$ cat src/rtl/dla_txn_ctrl.sv
// DLA transaction controller.
// Takes one detected DLA transaction at a time, issues a single command to the
// memory scheduler, counts the data beats, and then reports completion.
// A watchdog aborts the transaction if it makes no progress, and raises a
// sticky error flag when it does.
module dla_txn_ctrl #(
   parameter int ADDR_W  = 32,
   parameter int LEN_W   = 8,
   parameter int TMO_CYC = 1024
) (
   input  logic              clk,
   input  logic              rst_n,
   input  logic              enable,
   input  logic              tx_detc_i,
   input  logic              txn_rw_i,
   input  logic [ADDR_W-1:0] txn_addr_i,
   input  logic [LEN_W-1:0]  txn_len_i,
   output logic              mem_cmd_valid_o,
   input  logic              mem_cmd_ready_i,
   output logic              mem_cmd_rw_o,
   output logic [ADDR_W-1:0] mem_cmd_addr_o,
   output logic [LEN_W-1:0]  mem_cmd_len_o,
   input  logic              wr_beat_i,
   input  logic              rd_beat_i,
   input  logic              mem_resp_valid_i,
   output logic [2:0]        cur_state_o,
   output logic              tx_resp_cmd_o,
   output logic              busy_o,
   output logic              err_o,
   input  logic              err_clr_i
);

   localparam int WD_W = $clog2(TMO_CYC + 1);

   typedef enum logic [2:0] {
      S_IDLE       = 3'd0,
      S_WRITE      = 3'd1,
      S_READ       = 3'd2,
      S_WRITE_RESP = 3'd3,
      S_READ_RESP  = 3'd4
   } state_t;

   state_t              r_state;
   state_t              w_state_nxt;
   logic                r_rw;
   logic [ADDR_W-1:0]   r_addr;
   logic [LEN_W-1:0]    r_len;
   logic                r_cmd_valid;
   logic                r_hs_done;
   logic [LEN_W:0]      r_beat_cnt;
   logic [WD_W-1:0]     r_wdog;
   logic                r_err;

   logic                w_start;
   logic                w_handshake;
   logic                w_beat;
   logic                w_last_beat;
   logic                w_resp;
   logic                w_progress;
   logic                w_timeout;
   logic                w_tx_resp;

   // Next-state decode, progress/timeout detection and the completion pulse.
   always_comb begin
      // NOTE: every signal gets a default first so no path leaves it unassigned and infers a latch.
      w_state_nxt = r_state;
      w_start     = 1'b0;
      w_tx_resp   = 1'b0;

      // Beats only count once the command has been accepted in an earlier cycle.
      w_handshake = r_cmd_valid & mem_cmd_ready_i;
      w_beat      = r_hs_done & (((r_state == S_WRITE) & wr_beat_i) |
                                 ((r_state == S_READ)  & rd_beat_i));
      w_last_beat = w_beat & (r_beat_cnt == {1'b0, r_len});
      w_resp      = (r_state == S_WRITE_RESP) & mem_resp_valid_i;
      w_progress  = w_handshake | w_beat | w_resp;
      // Progress in the expiry cycle resets the watchdog instead of tripping it.
      w_timeout   = (r_state != S_IDLE) & ~w_progress &
                    (r_wdog == WD_W'(TMO_CYC - 1));

      case (r_state)
         S_IDLE: begin
            if (enable && tx_detc_i) begin
               w_start     = 1'b1;
               w_state_nxt = txn_rw_i ? S_WRITE : S_READ;
            end
         end
         S_WRITE: begin
            if (w_last_beat) w_state_nxt = S_WRITE_RESP;
         end
         S_READ: begin
            if (w_last_beat) w_state_nxt = S_READ_RESP;
         end
         S_WRITE_RESP: begin
            if (w_resp) begin
               w_tx_resp   = 1'b1;
               w_state_nxt = S_IDLE;
            end
         end
         S_READ_RESP: begin
            w_tx_resp   = 1'b1;
            w_state_nxt = S_IDLE;
         end
         default: w_state_nxt = S_IDLE;
      endcase

      if (w_timeout) w_state_nxt = S_IDLE;
   end

   // State register.
   always_ff @(posedge clk or negedge rst_n) begin
      // NOTE: clocked state uses non-blocking assignments so every register samples pre-edge values.
      if (!rst_n) r_state <= S_IDLE;
      else        r_state <= w_state_nxt;
   end

   // Command fields and the valid/handshake bookkeeping.
   always_ff @(posedge clk or negedge rst_n) begin
      if (!rst_n) begin
         r_rw        <= 1'b0;
         r_addr      <= '0;
         r_len       <= '0;
         r_cmd_valid <= 1'b0;
         r_hs_done   <= 1'b0;
      end else if (w_start) begin
         r_rw        <= txn_rw_i;
         r_addr      <= txn_addr_i;
         r_len       <= txn_len_i;
         r_cmd_valid <= 1'b1;
         r_hs_done   <= 1'b0;
      end else begin
         if (w_handshake || w_timeout) r_cmd_valid <= 1'b0;
         if (w_handshake)              r_hs_done   <= 1'b1;
      end
   end

   // Beat counter; one extra bit so an all-ones length never wraps.
   always_ff @(posedge clk or negedge rst_n) begin
      if (!rst_n)      r_beat_cnt <= '0;
      else if (w_start) r_beat_cnt <= '0;
      else if (w_beat)  r_beat_cnt <= r_beat_cnt + (LEN_W+1)'(1);
   end

   // Watchdog: counts stalled busy cycles, restarts on any state change or progress.
   always_ff @(posedge clk or negedge rst_n) begin
      if (!rst_n)
         r_wdog <= '0;
      else if ((r_state == S_IDLE) || (w_state_nxt != r_state) || w_progress)
         r_wdog <= '0;
      else
         r_wdog <= r_wdog + WD_W'(1);
   end

   // Sticky error flag; a new timeout beats a simultaneous clear.
   always_ff @(posedge clk or negedge rst_n) begin
      if (!rst_n)         r_err <= 1'b0;
      else if (w_timeout) r_err <= 1'b1;
      else if (err_clr_i) r_err <= 1'b0;
   end

   assign mem_cmd_valid_o = r_cmd_valid;
   assign mem_cmd_rw_o    = r_rw;
   assign mem_cmd_addr_o  = r_addr;
   assign mem_cmd_len_o   = r_len;
   assign cur_state_o     = r_state;
   assign tx_resp_cmd_o   = w_tx_resp;
   assign busy_o          = (r_state != S_IDLE);
   assign err_o           = r_err;

endmodule

$ cat config.mk
export PLATFORM = sky130hd
export DESIGN_NAME = dla_txn_ctrl
export DESIGN_NICKNAME = d
export VERILOG_FILES = /design/src/rtl/dla_txn_ctrl.sv
export SDC_FILE = /design/constraint.sdc
export NUM_CORES = 1
export LEC_CHECK = 0
export CAP_MARGIN = 5
export CORE_MARGIN = 8
export CORE_UTILIZATION = 46
export CTS_CLUSTER_DIAMETER = 150
export DETAILED_ROUTE_END_ITERATION = 16
export GPL_TIMING_DRIVEN = 0
export PLACE_DENSITY_LB_ADDON = 0.12
export SYNTH_ARGS = -nofsm -noshare
export SYNTH_HDL_FRONTEND = slang
export SYNTH_SLANG_ARGS = --single-unit
$ cat constraint.sdc
create_clock -name clk -period 2.3 [get_ports clk]
set_input_delay 0.345 -clock clk [delete_from_list [all_inputs] [get_ports clk]]
set_output_delay 0.345 -clock clk [all_outputs]
set_load 0.02 [all_outputs]
# Word-level counts from Yosys, hierarchy flattened
# Cells that the tools add are included.
[totals]
regBits = 67
in_bits = 50
out_inout_bits = 48
elab_cells = 60
[op_classes]
n_addsub = 2
n_eq_ne = 7
mux = 20
n_bitwise = 12
reduce_logical = 10
[ops]
columns = ["op", "n"]
rows = [
  ["9-bit 2-to-1 mux", 2],
  ["3-bit 2-to-1 mux", 5],
  ["3-bit one-hot mux with 4 select lines", 1],
  ["11-bit by 1-bit adder with 11-bit output, second input constant", 1],
  ["11-bit by 10-bit equality test with 1-bit output, second input constant", 1],
  ["11-bit 2-to-1 mux", 1],
  ["9-bit by 1-bit adder with 9-bit output, second input constant", 1],
  ["9-bit by 8-bit equality test with 1-bit output", 1],
  ["1-bit 2-to-1 mux", 9],
  ["1-bit AND", 8],
  ["2-bit nonzero test", 4],
  ["3-bit by 2-bit equality test with 1-bit output, second input constant", 2],
  ["3-bit by 1-bit equality test with 1-bit output, second input constant", 1],
  ["3-bit equality test, second input constant", 1],
  ["3-bit logical NOT", 1],
  ["1-bit logical OR", 3],
  ["3-bit != test", 1],
  ["1-bit OR", 3],
  ["3-bit nonzero test", 1],
  ["2-bit 2-to-1 mux", 1],
  ["1-bit one-hot mux with 2 select lines", 1],
  ["1-bit logical AND", 1],
  ["1-bit inverter", 1],
]

# Logic depth before layout (Yosys ltp)
# Gate-level depths: netlist of the first run.
[depth]
ltp_word = 14
mapped_depth = 7
depth_no_buf = 6

# Worst setup path after synthesis of the first run
# Ideal clock, no wire load.
[synth_timing]
kind = "register to register"
from = "register r_state[0], in the netlist cur_state_o[0]"
to = "register r_wdog[0]"
setup_time_ps = 146
arrival_ps = 1738
required_ps = 2154
slack_ps = 415
stages_incl_launch_ff = 6
n_path_buf = 0
synth_period_minus_slack_ps = 1885
path_cell_list = "dfrtp_1 nand3b_2 a211oi_4 nand4_4 o211ai_4 a211oi_2"
[synth_between]
elab_chain_cells = 14
elab_cells_between_ends = 26
cone_classes = "4 x eq/ne; 7 x mux; 11 x bitwise; 4 x reduce/logical"
[synth_rtl]
columns = ["element", "line", "text"]
rows = [
  ["start: declaration", "43", "state_t r_state;"],
  ["start signal: assignment", "114", "else r_state <= w_state_nxt;"],
  ["3-bit by 1-bit equality test with 1-bit output / 3-bit by 2-bit equality test with 1-bit output (equally long branches)", "72, 81, 73", ""],
  ["1-bit AND, on equally long branches", "72, 73", ""],
  ["1-bit OR", "72", "w_beat = r_hs_done & (((r_state == S_WRITE) & wr_beat_i) |"],
  ["1-bit AND", "72", ""],
  ["1-bit OR (2 in series)", "76", "w_progress = w_handshake | w_beat | w_resp;"],
  ["1-bit inverter", "78", "w_timeout = (r_state != S_IDLE) & ~w_progress &"],
  ["1-bit AND (2 in series)", "78", ""],
  ["3-bit 2-to-1 mux", "107", "if (w_timeout) w_state_nxt = S_IDLE;"],
  ["3-bit != test", "148", "else if ((r_state == S_IDLE) || (w_state_nxt != r_state) || w_progress)"],
  ["1-bit logical OR", "148", ""],
  ["1-bit logical OR (*)", "148", ""],
  ["11-bit 2-to-1 mux (*)", "148", ""],
  ["end signal: assignment", "151", "r_wdog <= r_wdog + WD_W'(1);"],
  ["end: declaration", "51", "logic [WD_W-1:0] r_wdog;"],
]
# Mark *: on every way between the ends. The rest lies on a longest branch, timed or not.
# A chain may end at the register's enable or synchronous reset.

# Worst setup path after layout of the first run
[layout_timing]
from = "register r_state[1], in the netlist cur_state_o[1]"
to = "output port tx_resp_cmd_o"
[layout_between]
elab_chain_cells = 4
elab_cells_between_ends = 5
cone_classes = "2 x eq/ne; 2 x mux; 1 x bitwise"
[layout_rtl]
columns = ["element", "line", "text"]
rows = [
  ["3-bit by 2-bit equality test with 1-bit output", "75, 81", ""],
  ["1-bit AND", "75", "w_resp = (r_state == S_WRITE_RESP) & mem_resp_valid_i;"],
  ["1-bit 2-to-1 mux", "95", "if (w_resp) begin"],
  ["1-bit one-hot mux with 2 select lines (*)", "81", "case (r_state)"],
  ["end: declaration", "27", "output logic tx_resp_cmd_o,"],
]
# Marked as above.

==> results.tsv, run 1 <==
metric	value	unit
layout-area-overhead-vs-synth	40.9	%
first_pass_iters	4	
clockRootBuffer	clkbuf_8	
finalPower	5.27	mW
drc	0	
grt_use_met2	0.262	
ys_warn_count	0	
grt_max_degree	68	
setup_violations	0	
worst_pin_slew	0.862	ns
synth.area.top_cells	dfrtp_1, nand2_1, xor2_1	
antenna_left	0	
crit_required	1.96	ns
finalWirelength	7.90	mm
postSynthCellCount	323	
grtUsageTotal	0.170	
overflow	0	
nFillCells	590	
synth_area_leader_cell	dfrtp_1	
synthArstFlopShare	1.00	
drt_iter0_drc	124	
synth_most_common_cell	nand2_1	
netlist_top_cells_count	nand2_1, dfrtp_1, nor2_1	
syn_avg_cell_area	9.63	um2
synth-adder-area-share	0.00805	
grt_pass1_vias	2647	
die-area	0.00965	mm2
pre_cts_slack	0.0489	ns
clk_pin_slew_worst_paths	0.07	ns
ff2ff_path_depth	5	
max_cap_viol_count	0	
synth.yosys.seq_area_share	0.539	
cp_slowest_stage_delay	0.54	ns
path_cells	clkbuf_4 > nor2_1 > a21o_1 > dlygate4sd2_1	
antenna_found_initial	0	
clock.fmax	476	MHz
rsz0062_at_grt	false	
dp.cells	500	
hold_violations	0	
r2r-end	r_wdog[3]	
peakVddDrop	775	uV
htree_num_levels	3	
crit_end	tx_resp_cmd_o	
io_pins	98	
crit_arrival	1.76	ns
gp_congestion	0.774	
synthSimpleGateAreaFrac	0.261	
rows	30	
grt_pass1_wl	13.1	mm
layout.cells.non_filler	515	
final_nets	483	
hp-class	primary input to async pin	
whs	0.113	ns
synth_enable_flop_cells	0	
cpMaxStageDelayCell	dfrtp_1	
power_leakage	2.09	nW
die_y	98.2	um
regArea	0.00168	mm2
met1_usage	0.202	
worst_slack	0.199	ns
setup.worst_path.start	cur_state_o[1]	
period_share	0.914	
place_hpwl	5.77	mm
routed-via-count	2541	
wl_per_cell	15.3	um
synthMuxAreaShare	0.00644	
skew	0.00743	ns
cts_tree	built	
cp_num_cells	4	
vias_per_cell	4.93	
postCtsHoldBufs	0	
netlist_area	0.00311	mm2
ys.flop_type	dfrtp_1	
cp_max_fo	10	
ys_types	40	
endpoint_kind	output pin	
clock_latency	0.34	ns
critPathTopFamily	buffers and inverters	
slew_viol_final	0	
critical_path_class	flop to output pin	
yosysTopAreaCellShare	0.539	
ctsLongestPathBuffers	2	
coreArea	0.00668	mm2
antennaDiodeCount	0	
timing.slew.headroom	0.425	
ys_seq_elements	67	
io_buffer_count	97	
cp.buffers_inverters	2	
start_util	0.466	
min_period	2.10	ns
status	completed	
die_w	98.2	um
synth_compound_area_frac	0.0837	
power_density	1200	mW/mm2
synthXorXnorAreaFrac	0.0676	
start_kind	flop	
synth_top_family_by_area	simple AND/OR/NAND/NOR gates	
multi_input_area	0.00134	mm2
top_usage_layer	met2	
grtUsageMet3	0.0832	
r2r-start	cur_state_o[0]	
reg2reg_setup_slack	0.26	ns
drive_gt1_frac	0.0966	
synth_nets	375	
cts_buffers	9	
clock_sinks	67	
-- where the power goes --
group          switching [mW]  internal (mW)  total (mW)  leakage, nW
Clock                   0.444          0.525       0.969       0.0954
Combinational            1.34           1.09        2.43         1.14
Sequential              0.294           1.58        1.87        0.864
Total                    2.07           3.20        5.27         2.09
-- how the worst min path moves through the flow --
stage | startpoint | endpoint | slack [ns] | depth (start not counted)
6_report | rst_n | r_beat_cnt[2] | 0.11 | 1
5_1_grt | rst_n | r_beat_cnt[2] | 0.19 | 1
4_1_cts | rst_n | mem_cmd_addr_o[15] | 0.14 | 1
3_5_place_dp | r_wdog[0] | r_wdog[0] | 0.46 | 1
3_3_place_gp | mem_cmd_addr_o[12] | mem_cmd_addr_o[12] | 0.46 | 2
2_1_floorplan | rst_n | cur_state_o[0] | 0.05 | 0
-- cell families after synthesis --
| logic type | Yosys count |
|---|---|
| buffers and inverters | 23 |
| AO/OA/AOI/OAI | 23 |
| adder cells (fa/ha/maj) | 2 |
| multiplexers | 2 |
| XOR/XNOR | 24 |
| flip-flops | 67 |
| AND/OR/NAND/NOR | 182 |
-- layer usage --
layer / vias up / share of wire
li1: 1259 / -
met1: 1198 / 0.43
met2: 72 / 0.46
met3: 12 / 0.093
met4: 0 / 0.016
met5: - / 0
-- through the flow --
step	utilization	area (um2)	setup TNS, ns
2_1_floorplan	-	3110	0
4_1_cts	0.656	4380	0
3_3_place_gp	0.626	4180	-99.01
3_5_place_dp	0.625	4180	0
5_1_grt	0.656	4380	0
6_report	0.656	4380	0
-- cell usage in the layout, fill, tap and decap left out, drive strengths merged --
master	instances
a22o	1
nand4	7
and3	6
xor2	17
buf	9
and4	1
nand2b	2
nor4	2
and4b	1
a211oi	9
clkinvlp	1
mux2i	2
nand3	7
nor2b	2
bufinv	1
a21boi	1
a31oi	1
o211ai	2
dlygate4sd2	1
ha	2
a21oi	2
nor2	18
and2	1
nand2	128
clkbuf	18
nor3	5
dfrtp	67
clkinv	2
clkdlybuf4s50	94
dlymetal6s2s	1
a21o	2
a211o	1
inv	8
o21ai	2
a22oi	1
o32a	1
xnor2	7
nand3b	2
-- what timing repair did --
action / CTS / global route
endpoints found under the hold margin: 0 / 0
gates resized for setup: 4 / 1
pin swaps: 0 / 1
setup endpoints to repair: 2 / 1
buffers inserted: 0 / 0
-- cell type report --
class	instances	share of cell area
clock inverters	4	0.0117
repair buffers	97	0.221
inverters	8	0.00685
plain buffers	15	0.0180
flip-flops and latches	67	0.383
multi-input cells	233	0.305
clock buffers	11	0.0323
well taps	80	0.0228
-- worst register-to-register path: stages, from the launching register on --
cell,delay [ns]
dfrtp_1,0.46
nand3b_2,0.28
a211oi_4,0.47
nand4_4,0.19
o211ai_4,0.38
a211oi_2,0.13
-- flip-flops by register name (all words and copies together) (netlist names) --
register	cells
mem_cmd_addr_o	32
r_hs_done	1
mem_cmd_len_o	8
mem_cmd_valid_o	1
r_beat_cnt	9
cur_state_o	3
mem_cmd_rw_o	1
r_wdog	11
err_o	1
No activity file was read; power rests on OpenSTA's default activity.
==> run 2, diff against run 1 <==
--- a/config.mk
+++ b/config.mk
@@ -5,10 +5,10 @@
 export SDC_FILE = /design/constraint.sdc
 export NUM_CORES = 1
 export LEC_CHECK = 0
-export CAP_MARGIN = 5
 export CORE_MARGIN = 8
 export CORE_UTILIZATION = 46
 export CTS_CLUSTER_DIAMETER = 150
+export CTS_CLUSTER_SIZE = 14
 export DETAILED_ROUTE_END_ITERATION = 16
 export GPL_TIMING_DRIVEN = 0
 export PLACE_DENSITY_LB_ADDON = 0.12
==> constraint.sdc (replaced) <==
create_clock -name clk -period 2.4 [get_ports clk]
set_input_delay 0.36 -clock clk [delete_from_list [all_inputs] [get_ports clk]]
set_output_delay 0.36 -clock clk [all_outputs]
set_load 0.02 [all_outputs]
==> results.tsv, run 2 (synthesized netlist as in run 1, its figures left out) <==
metric	value	unit
max_cap_viol_count	0	
die-area	0.00965	mm2
worst_pin_slew	0.860	ns
final_nets	483	
place_hpwl	5.77	mm
first_pass_iters	4	
grt_pass1_vias	2645	
slew_viol_final	0	
clock.fmax	427	MHz
start_util	0.466	
wl_per_cell	15.3	um
antenna_found_initial	0	
overflow	0	
io_buffer_count	97	
grtUsageTotal	0.171	
cts_buffers	9	
grt_max_degree	68	
power_leakage	2.08	nW
clock_sinks	67	
finalWirelength	7.86	mm
routed-via-count	2545	
gp_congestion	0.774	
antenna_left	0	
dp.cells	500	
largest_register_ff_count	32	
die_w	98.2	um
coreArea	0.00668	mm2
rsz0062_at_grt	true	
ctsLongestPathBuffers	2	
htree_num_levels	3	
setup_violations	0	
cpMaxStageDelayCell	clkdlybuf4s50_1	
drt_iter0_drc	118	
r2r-start	cur_state_o[0]	
endpoint_kind	output pin	
clock_latency	0.34	ns
rows	30	
clockRootBuffer	clkbuf_8	
io_pins	98	
crit_arrival	1.98	ns
clk_pin_slew_worst_paths	0.07	ns
timing.slew.headroom	0.427	
critPathTopFamily	buffers and inverters	
vias_per_cell	4.94	
skew	0.00723	ns
reg2reg_setup_slack	0.39	ns
crit_required	2.04	ns
critical_path_class	flop to output pin	
nFillCells	594	
ff2ff_path_depth	5	
grt_pass1_wl	13.1	mm
die_y	98.2	um
hold_violations	0	
drc	0	
final_cell_mix	nand2_1, clkdlybuf4s50_1, dfrtp_1, nor2_1, xor2_1	
drive_gt1_frac	0.0966	
cp_max_fo	10	
cts_tree	built	
layout.cells.non_filler	515	
antennaDiodeCount	0	
min_period	2.34	ns
power_density	1150	mW/mm2
hp-class	primary input to async pin	
cp.buffers_inverters	2	
path_cells	buf_2 > nor2_1 > a21o_1 > clkdlybuf4s50_1	
layout-area-overhead-vs-synth	40.6	%
start_kind	flop	
period_share	0.977	
peakVddDrop	746	uV
cp_slowest_stage_delay	0.54	ns
status	completed	
setup_tns	0	ns
postCtsSetupRepairBufs	0	
layout_commonest_cell	nand2_1	
r2r-end	r_wdog[3]	
==> run 2: timing repair <==
action / 4_1_cts / 5_1_grt
cloned: 0 / 0
hold buffers: 0 / 0
resized for setup: 1 / 1
setup endpoints to repair: 1 / 2
pin swaps: 0 / 0
==> run 2: where the power goes <==
group,total [mW],internal (mW),switching [mW]
registers,1.79,1.52,0.276
logic,2.32,1.04,1.28
clock network,0.930,0.503,0.427
==> run 2: how the worst max path moves through the flow <==
stage / endpoint / slack (ns) / depth (start not counted) / start
floorplan: r_wdog[0] / 0.52 / 5 / cur_state_o[0]
global placement: mem_cmd_addr_o[25] / -1.40 / 1 / rst_n
detailed placement: r_wdog[1] / 0.13 / 6 / rd_beat_i
CTS: tx_resp_cmd_o / 0.01 / 4 / cur_state_o[1]
global route: busy_o / -0.05 / 3 / cur_state_o[1]
finish: tx_resp_cmd_o / 0.06 / 4 / cur_state_o[1]
==> run 2: routing by layer <==
metal,part of all wire,vias to the layer above,wire [um],GRT usage
li1,-,1259,-,-
met1,0.43,1212,3410,0.204
met2,0.46,62,3610,0.261
met3,0.091,12,715,0.0825
met4,0.016,0,125,0.0614
met5,0,-,0,0
==> run 2: worst reg2reg max path: stages (launching register included) <==
cell,delay [ns]
dfrtp_1,0.44
nand3b_2,0.28
a211oi_4,0.47
nand4_4,0.19
o211ai_4,0.38
a211oi_2,0.13
==> run 2: per-stage QoR <==
step                total power, mW  worst slack, ns  area [um2]  utilization  hold WS (ns)
CTS                            5.11           0.0144        4370        0.654         0.160
global placement               4.11            -1.40        4180        0.626         0.456
floorplan                      3.05            0.515        3110            -        0.0644
global route                   5.36          -0.0541        4370        0.654         0.208
finish                         5.04           0.0558        4370        0.654         0.132
detailed placement             4.16            0.134        4180        0.625         0.458
==> run 2: final cells by class <==
cell class	count	area, um2	area share
sequential	67	1680	0.383
multi-input combinational	233	1330	0.304
timing repair buffer	97	968	0.221
clock buffer	11	141	0.0323
tap	80	100	0.0229
buffer	15	76.3	0.0175
clock inverter	4	51.3	0.0117
inverter	8	30.0	0.00687
==> run 3, diff against run 2 <==
--- a/config.mk
+++ b/config.mk
@@ -10,7 +10,6 @@
 export CTS_CLUSTER_DIAMETER = 150
 export CTS_CLUSTER_SIZE = 14
 export DETAILED_ROUTE_END_ITERATION = 16
-export GPL_TIMING_DRIVEN = 0
 export PLACE_DENSITY_LB_ADDON = 0.12
 export SYNTH_ARGS = -nofsm -noshare
 export SYNTH_HDL_FRONTEND = slang
==> results.tsv, run 3 (synthesized netlist as in run 1, its figures left out) <==
metric	value	unit
routed-via-count	2471	
coreArea	0.00668	mm2
final_nets	476	
status	completed	
finalWirelength	7.70	mm
regArea	0.00168	mm2
vias_per_cell	4.86	
skew	0.00556	ns
power.switching	1.96	mW
setup_violations	0	
postCtsHoldBufs	0	
crit_required	2.04	ns
antenna_left	0	
critical_path_class	flop to output pin	
die_y	98.2	um
die-area	0.00965	mm2
clock_latency	0.33	ns
p_int	3.12	mW
rows	30	
endpoint_kind	output pin	
place_hpwl	5.52	mm
overflow	0	
hold_violations	0	
cts_buffers	9	
nFillCells	550	
clock_power_share	0.185	
cp_max_fo	6	
peakVddDrop	643	uV
multi_input_area	0.00133	mm2
layout-area-overhead-vs-synth	41.3	%
gp_congestion	0.793	
htree_num_levels	3	
grtUsageTotal	0.170	
finalPower	5.08	mW
layout_commonest_cell	nand2_1	
drive_gt1_frac	0.0981	
slew_viol_final	0	
final_core_util	0.658	
io_buffer_count	97	
setup_tns	0	ns
grt_pass1_wl	13.2	mm
switching_share	0.386	
wl_per_cell	15.2	um
start_util	0.466	
final_cell_mix	nand2_1, clkdlybuf4s50_1, dfrtp_1, nor2_1, xor2_1	
power_leakage	2.08	nW
clock_sinks	67	
drt_iter0_drc	96	
antennaDiodeCount	0	
seq_power_share	0.358	
clock.fmax	441	MHz
timing.slew.headroom	0.620	
clockRootBuffer	clkbuf_8	
clk_pin_slew_worst_paths	0.07	ns
rsz0062_at_grt	false	
power_density	1160	mW/mm2
period_share	0.944	
largest_register_ff_count	32	
worst_pin_slew	0.565	ns
antenna_found_initial	0	
min_period	2.27	ns
grt_pass1_vias	2662	
start_kind	flop	
cts_tree	built	
hp-class	primary input to async pin	
p_comb_frac	0.457	
max_cap_viol_count	0	
grt_max_degree	51	
die_w	98.2	um
first_pass_iters	5	
crit_arrival	1.91	ns
drc	0	
io_pins	98	
ctsLongestPathBuffers	2	
[run 3: cell types whose count changed in the layout (fill, tap and decap cells not counted), sizes merged]
cell	previous run	this run
buf	10	9
clkinv	2	1
clkinvlp	1	0
clkbuf	17	13
[run 3: final cells by class]
| class | count | area share |
|---|---|---|
| Clock buffer | 13 | 0.0362 |
| Clock inverter | 2 | 0.00797 |
| Inverter | 8 | 0.00683 |
| Multi-Input combinational cell | 233 | 0.303 |
| Sequential cell | 67 | 0.382 |
| Tap cell | 80 | 0.0228 |
| Timing Repair Buffer | 105 | 0.242 |
[run 3: critical path, stage by stage (launching register included)]
cell and delay, ns:
dfrtp_1 0.48, and4b_4 0.40, a21o_1 0.10, clkdlybuf4s50_1 0.60
[run 3: repair_timing]
| action | in CTS | in global routing |
|---|---|---|
| setup buffers | 0 | 0 |
| setup endpoints to repair | 1 | 0 |
| resized for setup | 1 | 0 |
[run 3: power groups by stage]
stage | sequential, mW | combinational (mW) | clock, mW
finish | 1.82 | 2.32 | 0.939
global route | 1.88 | 2.53 | 1.01
CTS | 1.82 | 2.36 | 0.968
detailed placement | 1.83 | 2.35 | 0
global placement | 1.81 | 2.32 | 0
floorplan | 2.20 | 0.854 | 0
[run 3: worst paths after layout]
check / cells after the start / endpoint / slack [ns] / startpoint
hold reg to reg: 2 / mem_cmd_addr_o[9] / 0.47 / mem_cmd_addr_o[9]
setup reg to reg: 5 / r_wdog[0] / 0.41 / cur_state_o[0]
min in group clk: 2 / mem_cmd_addr_o[9] / 0.47 / mem_cmd_addr_o[9]
max in group asynchronous: 2 / cur_state_o[0] / 1.73 / rst_n
setup / recovery: 3 / tx_resp_cmd_o / 0.13 / cur_state_o[2]
hold / removal: 1 / mem_cmd_addr_o[29] / 0.03 / rst_n
[run 3: per-stage QoR]
| step | worst slack, ns | instances | hold WS, ns | area (um2) |
|---|---|---|---|---|
| final | 0.134 | 508 | 0.0267 | 4400 |
| after floorplan | 0.515 | 323 | 0.0644 | 3110 |
| after detailed placement | 0.142 | 493 | 0.390 | 4200 |
| after global routing | 0.0795 | 508 | 0.0554 | 4400 |
| after global placement | 0.144 | 493 | 0.389 | 4200 |
| after CTS | 0.105 | 508 | 0.0292 | 4400 |
[run 3: routing by layer]
metal,part of all wire,global-route usage,vias up
met1,0.45,0.218,1162
met5,0,0,-
li1,-,-,1244
met3,0.086,0.0733,2
met2,0.46,0.254,63
met4,0.0030,0.0460,0
